### config.mk
export PLATFORM = sky130hd
export DESIGN_NAME = gb_clk_rst_gen
export DESIGN_NICKNAME = d
export VERILOG_FILES = /design/src/rtl/gb_clk_rst_gen.sv
export SDC_FILE = /design/constraint.sdc
export NUM_CORES = 1
export LEC_CHECK = 0
export ABC_CLOCK_PERIOD_IN_PS = 4200
export CORE_UTILIZATION = 59
export DETAILED_ROUTE_END_ITERATION = 12
export PLACE_DENSITY = 0.82
export SKIP_CTS_REPAIR_TIMING = 1
export SLEW_MARGIN = 15
export SYNTH_ARGS = -nofsm -noshare
export SYNTH_HDL_FRONTEND = slang
export SYNTH_SLANG_ARGS = --single-unit
### constraint.sdc
create_clock -name clk -period 4.2 [get_ports clk]
set_input_delay 0.63 -clock clk [delete_from_list [all_inputs] [get_ports clk]]
set_output_delay 0.63 -clock clk [all_outputs]
set_load 0.03 [all_outputs]
### src/rtl/gb_clk_rst_gen.sv
// gb_clk_rst_gen: PLL lock qualification, sync reset and GB clock enables; GB_DOUBLE_SPEED_EN adds double_speed
module gb_clk_rst_gen #(
    parameter int LOCK_STABLE_CYCLES = 1024,
    parameter int RESET_HOLD_CYCLES  = 16
) (
    input  logic       clk,
    input  logic       reset,
    input  logic       locked,
`ifdef GB_DOUBLE_SPEED_EN
    input  logic       double_speed,
`endif
    output logic       sys_reset,
    output logic       ce_ppu,
    output logic       ce_cpu,
    output logic       ce_m,
    output logic [7:0] lock_drops
);
    localparam int MAXC = (LOCK_STABLE_CYCLES > RESET_HOLD_CYCLES) ? LOCK_STABLE_CYCLES : RESET_HOLD_CYCLES;
    localparam int CW = $clog2(MAXC + 1);
    localparam logic [CW-1:0] STABLE_LAST = CW'(LOCK_STABLE_CYCLES - 1);
    localparam logic [CW-1:0] HOLD_LAST = CW'(RESET_HOLD_CYCLES - 1);
    typedef enum logic [1:0] {WAIT_LOCK, STABLE, HOLD, RUN} state_t;
    state_t state_q, state_d;
    logic [CW-1:0] cnt_q, cnt_d;
    logic [3:0] div_q, div_d;
    logic [7:0] lock_drops_q, lock_drops_d;
    logic meta_q, lock_s_q;
    logic speed_q, speed_d;
    logic sys_reset_q, sys_reset_d;
    logic ce_ppu_q, ce_ppu_d, ce_cpu_q, ce_cpu_d, ce_m_q, ce_m_d;
    logic run_d;
    always_comb begin
        state_d = state_q;
        cnt_d = cnt_q;
        case (state_q)
            WAIT_LOCK: begin
                state_d = lock_s_q ? STABLE : WAIT_LOCK;
                cnt_d = '0;
            end
            STABLE: begin
                state_d = !lock_s_q ? WAIT_LOCK : (cnt_q == STABLE_LAST) ? HOLD : STABLE;
                cnt_d = (cnt_q == STABLE_LAST) ? '0 : cnt_q + CW'(1);
            end
            HOLD: begin
                state_d = !lock_s_q ? WAIT_LOCK : (cnt_q == HOLD_LAST) ? RUN : HOLD;
                cnt_d = (cnt_q == HOLD_LAST) ? '0 : cnt_q + CW'(1);
            end
            default: state_d = lock_s_q ? RUN : WAIT_LOCK;
        endcase
        run_d = (state_d == RUN);
        div_d = (state_q == RUN && run_d) ? div_q + 4'd1 : 4'd0;
        lock_drops_d = (state_q == RUN && !lock_s_q && lock_drops_q != 8'hff) ? lock_drops_q + 8'd1 : lock_drops_q;
`ifdef GB_DOUBLE_SPEED_EN
        speed_d = (state_q == RUN && div_q == 4'd15) ? double_speed : speed_q;
`else
        speed_d = 1'b0;
`endif
        sys_reset_d = !run_d;
        ce_ppu_d = run_d && (div_d[1:0] == 2'd3);
        ce_m_d = run_d && (speed_q ? (div_d[2:0] == 3'd7) : (div_d == 4'd15));
        ce_cpu_d = ce_ppu_d || (run_d && speed_q && div_d[0]);
    end
    always_ff @(posedge clk) begin
        if (reset) begin
            state_q <= WAIT_LOCK;
            cnt_q <= '0;
            div_q <= '0;
            lock_drops_q <= '0;
            meta_q <= 1'b0;
            lock_s_q <= 1'b0;
            speed_q <= 1'b0;
            sys_reset_q <= 1'b1;
            ce_ppu_q <= 1'b0;
            ce_cpu_q <= 1'b0;
            ce_m_q <= 1'b0;
        end else begin
            state_q <= state_d;
            cnt_q <= cnt_d;
            div_q <= div_d;
            lock_drops_q <= lock_drops_d;
            meta_q <= locked;
            lock_s_q <= meta_q;
            speed_q <= speed_d;
            sys_reset_q <= sys_reset_d;
            ce_ppu_q <= ce_ppu_d;
            ce_cpu_q <= ce_cpu_d;
            ce_m_q <= ce_m_d;
        end
    end
    assign sys_reset = sys_reset_q;
    assign ce_ppu = ce_ppu_q;
    assign ce_cpu = ce_cpu_q;
    assign ce_m = ce_m_q;
    assign lock_drops = lock_drops_q;
endmodule

# Word-level counts from Yosys, hierarchy flattened
# Index checks and enable logic that the tools add are counted.
# word_totals
ff_bits,30
out_inout_bits,12
inputBits,3
# classes
eq_ne,9
n_addsub,3
mux,11
reduce_logical,9
# op_table
op,count
$pmux 11 s3,1
$mux 11,2
$add 11x1->11 const B,1
$eq 11x10->1 const B,1
$eq 11x4->1 const B,1
$add 8x1->8 const B,1
$eq 2x2->1 const B,4
$mux 2,4
$ne 8x8->1 const B,1
$pmux 2 s3,1
$logic_and 1x1->1,5
$add 4x1->4 const B,1
$eq 4x4->1 const B,1
$mux 4,1
$reduce_bool 3->1,1
$eq 2x1->1 const B,1
$logic_not 1->1,2
$logic_not 2->1,1
$mux 1,2

# Depth between registers and ports, before layout
# Gate-level depths: netlist of run 1.
# logic_depth
depth_word,9
mapped_depth,6

# Worst setup path after synthesis of run 1
# OpenSTA, ideal clock, no wires.
# synth_path
path_kind,register to register
start,register cnt_q[5]
end,register cnt_q[0]
required_ps,4068
path_stages_with_launch,5
arrival_time_ps,1631
setup_slack_ps,2438
setup_time_ps,132
path_cell_list,dfxtp_1 -> or4_4 -> o311a_4 -> a211oi_4 -> nor3_1
# synth_via
elab_chain_len,3
# synth_lines
element,line,rtl
"start, declared",24,"logic [CW-1:0] cnt_q, cnt_d;"
"start signal, assigned",78,cnt_q <= cnt_d;
$eq 11x4->1 / $eq 11x10->1 (equally long branches),"46, 42",
$mux 11 (on tied branches),"46, 42",
$pmux 11 s3 *,35,case (state_q)
# Every way passes the cells marked *; elsewhere a longest branch is shown, timed or not.
# A chain may end at the register's enable or synchronous reset.

# Final worst setup path of run 1
# layout_path
start,"register lock_drops_q[2], in the netlist lock_drops[2]"
end,output port lock_drops[2]
# layout_rtl
element,line,rtl
"start, declared",26,"logic [7:0] lock_drops_q, lock_drops_d;"
"start signal, assigned",80,lock_drops_q <= lock_drops_d;
"end, declared",16,output logic [7:0] lock_drops
# No word-level cell between the ends.

==> results of run 1 <==
[state kept, by name, summed over array words and instances, names as in the netlist]
signal / cells
sys_reset: 1
cnt_q: 11
meta_q: 1
lock_s_q: 1
div_q: 4
state_q: 2
ce_m: 1
lock_drops: 8
ce_cpu: 1
[worst paths after layout]
path	start	to	slack, ps	cells past startpoint
setup / recovery	lock_drops[2]	lock_drops[2]	2090	1
hold / removal	meta_q	lock_s_q	450	1
setup reg to reg	cnt_q[0]	cnt_q[4]	2180	5
hold reg to reg	meta_q	lock_s_q	450	1
[report_power, final]
group          internal (mW)  switching (mW)
registers              0.285        0.000859
logic                0.00416         0.00580
clock network         0.0804           0.107
total                  0.370           0.113
[per-layer routing]
| layer | share of wire | GRT usage | wire length, µm |
|---|---|---|---|
| met1 | 0.46 | 0.2777 | 1246 |
| met5 | 0 | 0 | 0 |
| met4 | 0.016 | 0.1036 | 44 |
| met2 | 0.48 | 0.4048 | 1309 |
| met3 | 0.041 | 0.08772 | 111 |
[through the flow]
stage | std cells | hold WS (ps) | power [mW] | utilization
3_3_place_gp | 189 | 422.8 | 0.3025 | 0.7086
6_report | 197 | 446.1 | 0.4832 | 0.7367
4_1_cts | 197 | 446.6 | 0.4852 | 0.7367
2_1_floorplan | 152 | 413.8 | 0.2994 | -
3_5_place_dp | 189 | 431.6 | 0.3028 | 0.7086
5_1_grt | 197 | 448.3 | 0.4989 | 0.7367
[worst reg2reg max path, stage by stage, from the launching register on]
cell,delay (ps)
dfxtp_1,410
ha_1,280
nand4b_4,180
o31a_1,420
a211oi_4,470
nor3_1,110
[cell families (layout without fill, tap and decap cells)]
family	after synthesis	count (layout)	synth area share
and+or+nand+nor	65	65	0.2526
DFF	30	30	0.4110
AOI/OAI and AO/OA	22	22	0.1430
xor gates and xnor gates	14	14	0.08391
buffers and inverters	12	29	0.03425
adders and majority gates	8	8	0.06850
muxes	1	1	0.006850
[layout make-up]
type	instances	area, µm²	share of cell area
timing repair buffer	14	140.1	0.08358
clock buffer	6	51.30	0.03060
inverter	7	26.28	0.01567
multi-input combinational	110	810.8	0.4836
clock inverter	2	12.51	0.007463
tap	28	35.03	0.02090
sequential	30	600.6	0.3582
[cell usage in the layout, fill, tap and decap left out, types with 4 or more instances in the layout]
master           count
nor2b_1              5
dfxtp_1             30
xor2_1               7
ha_1                 8
nor2_1              13
inv_1                7
clkdlybuf4s50_1     14
nand3_1              5
clkbuf_4             5
xnor2_1              7
nor3_1              14
a31oi_1              4
nand4_1              4
nand2_1              9
==> summary.md, run 1 <==
| Metric | Value |
|---|---|
| Run status | complete, no violations |
| Initial antenna violation count | 0 |
| Ratio of cells with drive above 1 in the final layout | 0.1006 |
| Number of nets in the layout | 179 |
| Total number of H-tree levels | 2 |
| Crit path capture type | primary output |
| Synth Cell Area | 0.001461 mm² |
| Power per cell area | around 290 mW/mm² |
| Die X-Extent | 51.77 µm |
| Routability cong. | ~0.84 |
| Drt drc | 0 |
| Routed len/inst | 13.76 µm |
| Critical setup path kind | flip-flop to primary output |
| Min-delay worst type | flip-flop to flip-flop |
| Synthesized instance count | 152 |
| Max incr delay on CP | 700 ps |
| Setup TNS | 0 ps |
| Global-route wire length before repair | 4698 µm |
| Leak | 0.6102 nW |
| Clock Sinks | 30 |
| Worst EP required | 3570 ps |
| Root buf cell | clkbuf_4 |
| Tcrit/Tclk final | 0.5028 |
| Largest net degree at the start of global routing | 23 |
| Final worst slack | 2088 ps |
| Syn_area_per_cell | roughly 9.6 µm² |
| Full die area | roughly 0.0027 mm² |
| Die Y | roughly 52 µm |
| DP Wirelength | 1960 µm |
| Detailed-route via count | 1141 |
| Design Area, Final | 0.001677 mm² |
| Vias per std cell | approximately 5.8 |
| Critical path buffer and inverter count | 1 |
| Type of origin of the critical path | flip-flop |
| Crit path DAT | 1480 ps |
| Grt ovf | 0 |
| Number of inserted diodes | 0 |
| Setup WS pre-CTS | about 1800 ps |
| CP top delay family | buffers and inverters |
| Total wire length | ~2700 µm |
| Vias in the first global route | roughly 1100 |
| Worst-case clock buffer depth | 2 |
| Worst Clk Skew | 12.25 ps |
| Top cells by area, synth | dfxtp_1, ha_1, nor3_1, xnor2_1, xor2_1 |
| Peak supply drop | ~0.24 mV |
| Input/output buffers | 14 |
| Starting density of the core | 0.6421 |
| Post-synth top area share | 0.4110 |
| Crit-path max FO | 6 |
| FP Rows | 17 |
| Synth top cells by count | dfxtp_1, nor3_1, nor2_1 |
| I/O Pins | 15 |
| Crit-path slowest cell | clkdlybuf4s50_1 |
| Top-count cell post-synth | dfxtp_1 |
| Yosys warns | 0 |
| TritonCTS Buffers | 5 |
| Post-Synthesis Net Count | 163 |
| Slew Viols, Final | 0 |
| Synth async-reset ratio | 0 |
| CTS tree | done |
| Post-route ant nets | 0 |
| Final Hold Vio Count | 0 |
| Reg clk slew, reported paths | 110 ps |
| Post-synth EDFFs | 0 |
| Slew headroom | 0.4758 |
| Netlist cell types | 42 |
| Synth Register Bits | 30 |
| Least-Margin Pin Slew | 783.9 ps |
| Max Cap Violations | 0 |
| Placed cell area | around 0.0016 mm² |
| Area leader, netlist | dfxtp_1 |
| Fmax | 473.6 MHz |
| CP cell instances | clkdlybuf4s50_1 |
| # fillers | 182 |
| GRT Util Overall | 0.2427 |
| RSZ-0062 raised after global routing | false |
| Setup violations, final | 0 |
| Syn-to-layout area delta | 14.73% |
| Clk_lat worst skew | 330 ps |
| DRT iter0 DRCs | 12 |
| Register area share after synthesis | 0.4110 |
| Main synth FF type | dfxtp_1 |
| Core area | 0.002276 mm² |
| Post-layout min period | 2112 ps |
| Drt first pass iters | 4 |
Power figures use the tool's default switching activity.
==> run 2: changes to the inputs <==
- ABC_CLOCK_PERIOD_IN_PS: 4200 -> 1900
- CORE_UTILIZATION: 59 -> 50
- PLACE_DENSITY: 0.82 -> 0.74
- clock period: 4.2 -> 1.9 ns (I/O delays scaled with it)
==> run 2 against run 1 <==
Against the previous run: worst setup slack got worse by 2000 ps; register-to-register slack got worse by 2100 ps; via count rose by 6.1%; first-iteration DRC count rose by 92%; sequential cell count did not move; non-clock buffer count rose by 14; global-route usage fell by 2.9 points; critical path type is now flip-flop to flip-flop; critical endpoint is now cnt_q[5]; largest cell class unchanged; largest power group unchanged.
==> summary.md, run 2 (synthesis gave the netlist of run 1 again) <==
| Metric | Value |
|---|---|
| Slew Viols, Final | 0 |
| Total wire length | around 3100 µm |
| Most common cell after layout, fill and taps aside | dfxtp_1 |
| Clock Sinks | 30 |
| CP cell instances | or4_4 > o311a_4 > a211oi_4 > buf_4 > nor3_1 |
| Final hold slack | 457.6 ps |
| TritonCTS Buffers | 5 |
| Critical setup path kind | flip-flop to flip-flop |
| Final Hold Vio Count | 0 |
| Min-delay worst type | flip-flop to flip-flop |
| Worst EP required | 2110 ps |
| RSZ-0062 raised after global routing | false |
| Vias in the first global route | about 1200 |
| Ratio of cells with drive above 1 in the final layout | 0.1803 |
| Number of inserted diodes | 0 |
| Initial antenna violation count | 0 |
| Reg clk slew, reported paths | roughly 90 ps |
| I/O Pins | 15 |
| Post-layout min period | 1795 ps |
| Full die area | around 0.0031 mm² |
| Number of nets in the layout | 193 |
| Type of origin of the critical path | flip-flop |
| Peak supply drop | 0.7108 mV |
| Slew headroom | 0.6835 |
| CP top delay family | simple AND/OR/NAND/NOR gates |
| Routed len/inst | 14.26 µm |
| Drt first pass iters | 4 |
| Die X-Extent | 56.06 µm |
| Placed cell area | ~0.0017 mm² |
| Syn-to-layout area delta | 24.49% |
| Reg2reg start | cnt_q[7] |
| Leak | just under 0.7 nW |
| Design Area, Final | 0.001819 mm² |
| Drt drc | 0 |
| Vias per std cell | roughly 5.7 |
| # fillers | 233 |
| Power, Total | between 1 and 1.5 mW |
| Final core utilization | 0.6597 |
| Commonest cells after routing, fill and taps aside | dfxtp_1, nor3_1, clkdlybuf4s50_1, buf_4, nor2_1 |
| Crit-path max FO | 9 |
| Setup WS pre-CTS | -3.187 ps |
| GRT Util Overall | 0.2133 |
| Worst Clk Skew | about 5.3 ps |
| Starting density of the core | 0.5299 |
| Clk_lat worst skew | 330 ps |
| # placed instances | 205 |
| Tcrit/Tclk final | 0.9447 |
| Detailed-route via count | 1211 |
| Max incr delay on CP | 530 ps |
| FP Rows | 19 |
| Root buf cell | clkbuf_4 |
| Largest net degree at the start of global routing | 22 |
| Power per cell area | 633.6 mW/mm² |
| Setup violations, final | 0 |
| Largest Register | cnt_q |
| DP Wirelength | around 2300 µm |
| Die Y | 56.06 µm |
| Total number of H-tree levels | 2 |
| Critical path buffer and inverter count | 1 |
| Sequential cell area | 603.1 µm² |
| Least-Margin Pin Slew | 474.7 ps |
| Area occupied by multi-input gates | 830.8 µm² |
| Non-Filler Instances | between 200 and 250 |
| DRT iter0 DRCs | 23 |
| Input/output buffers | 14 |
| CTS tree | done |
| Worst-case clock buffer depth | 2 |
| Routability cong. | 0.7713 |
| Worst hold start | meta_q |
| Run status | complete, no violations |
| Max reg flops | 11 |
| Setup TNS | 0 ps |
| Crit path DAT | 2010 ps |
| CP startpoint | cnt_q[7] |
| Global-route wire length before repair | just over 5000 µm |
| Crit-path slowest cell | or4_4 |
| Post-route ant nets | 0 |
| Max Cap Violations | 0 |
| Crit path capture type | flip-flop |
| Fmax | 557.1 MHz |
| Final worst slack | approximately 110 ps |
| Core area | between 0.002 and 0.003 mm² |
| Grt ovf | 0 |
## run 2: cell count changes in the layout (fill, tap and decap cells not counted), sizes merged
cell / previous run / this run
buf: 0 / 14
clkbuf: 6 / 7
clkinvlp: 1 / 0
clkinv: 1 / 0
bufinv: 0 / 1
## run 2: where the power goes
part / internal (mW) / switching (mW) / leakage, nW / total [mW]
sequential: 0.631 / 0.00189 / 0.243 / 0.633
combinational: 0.0107 / 0.0136 / 0.407 / 0.0243
clock: 0.279 / 0.217 / 0.0395 / 0.496
total: 0.920 / 0.232 / 0.690 / 1.15
## run 2: final cells by class
cell class                      instances  share of cell area
Tap cell                               31             0.02132
Multi-Input combinational cell        110              0.4567
Timing Repair Buffer                   28              0.1348
Sequential cell                        30              0.3315
Inverter                                7             0.01444
Clock buffer                            7             0.02476
Clock inverter                          1             0.01651
## run 2: routing by layer
layer  global-route usage  part of all wire
met5                    0                 0
met4               0.1394             0.032
met3              0.05349             0.036
met2               0.3163              0.47
met1               0.2738              0.46
## run 2: worst reg2reg max path, delay by kind of cell, from the launching register on
kind,cells,cell delay (ps)
DFF,1,360
AOI/OAI and AO/OA,2,520
buffers and inverters,1,190
and+or+nand+nor,2,600
## run 2: path summary, 6_finish.rpt
kind | end | slack (ps) | cells after the start
worst min-delay path | lock_s_q | 460 | 1
worst max register to register | cnt_q[5] | 110 | 5
worst max-delay path | cnt_q[5] | 110 | 5
worst min register to register | lock_s_q | 460 | 1
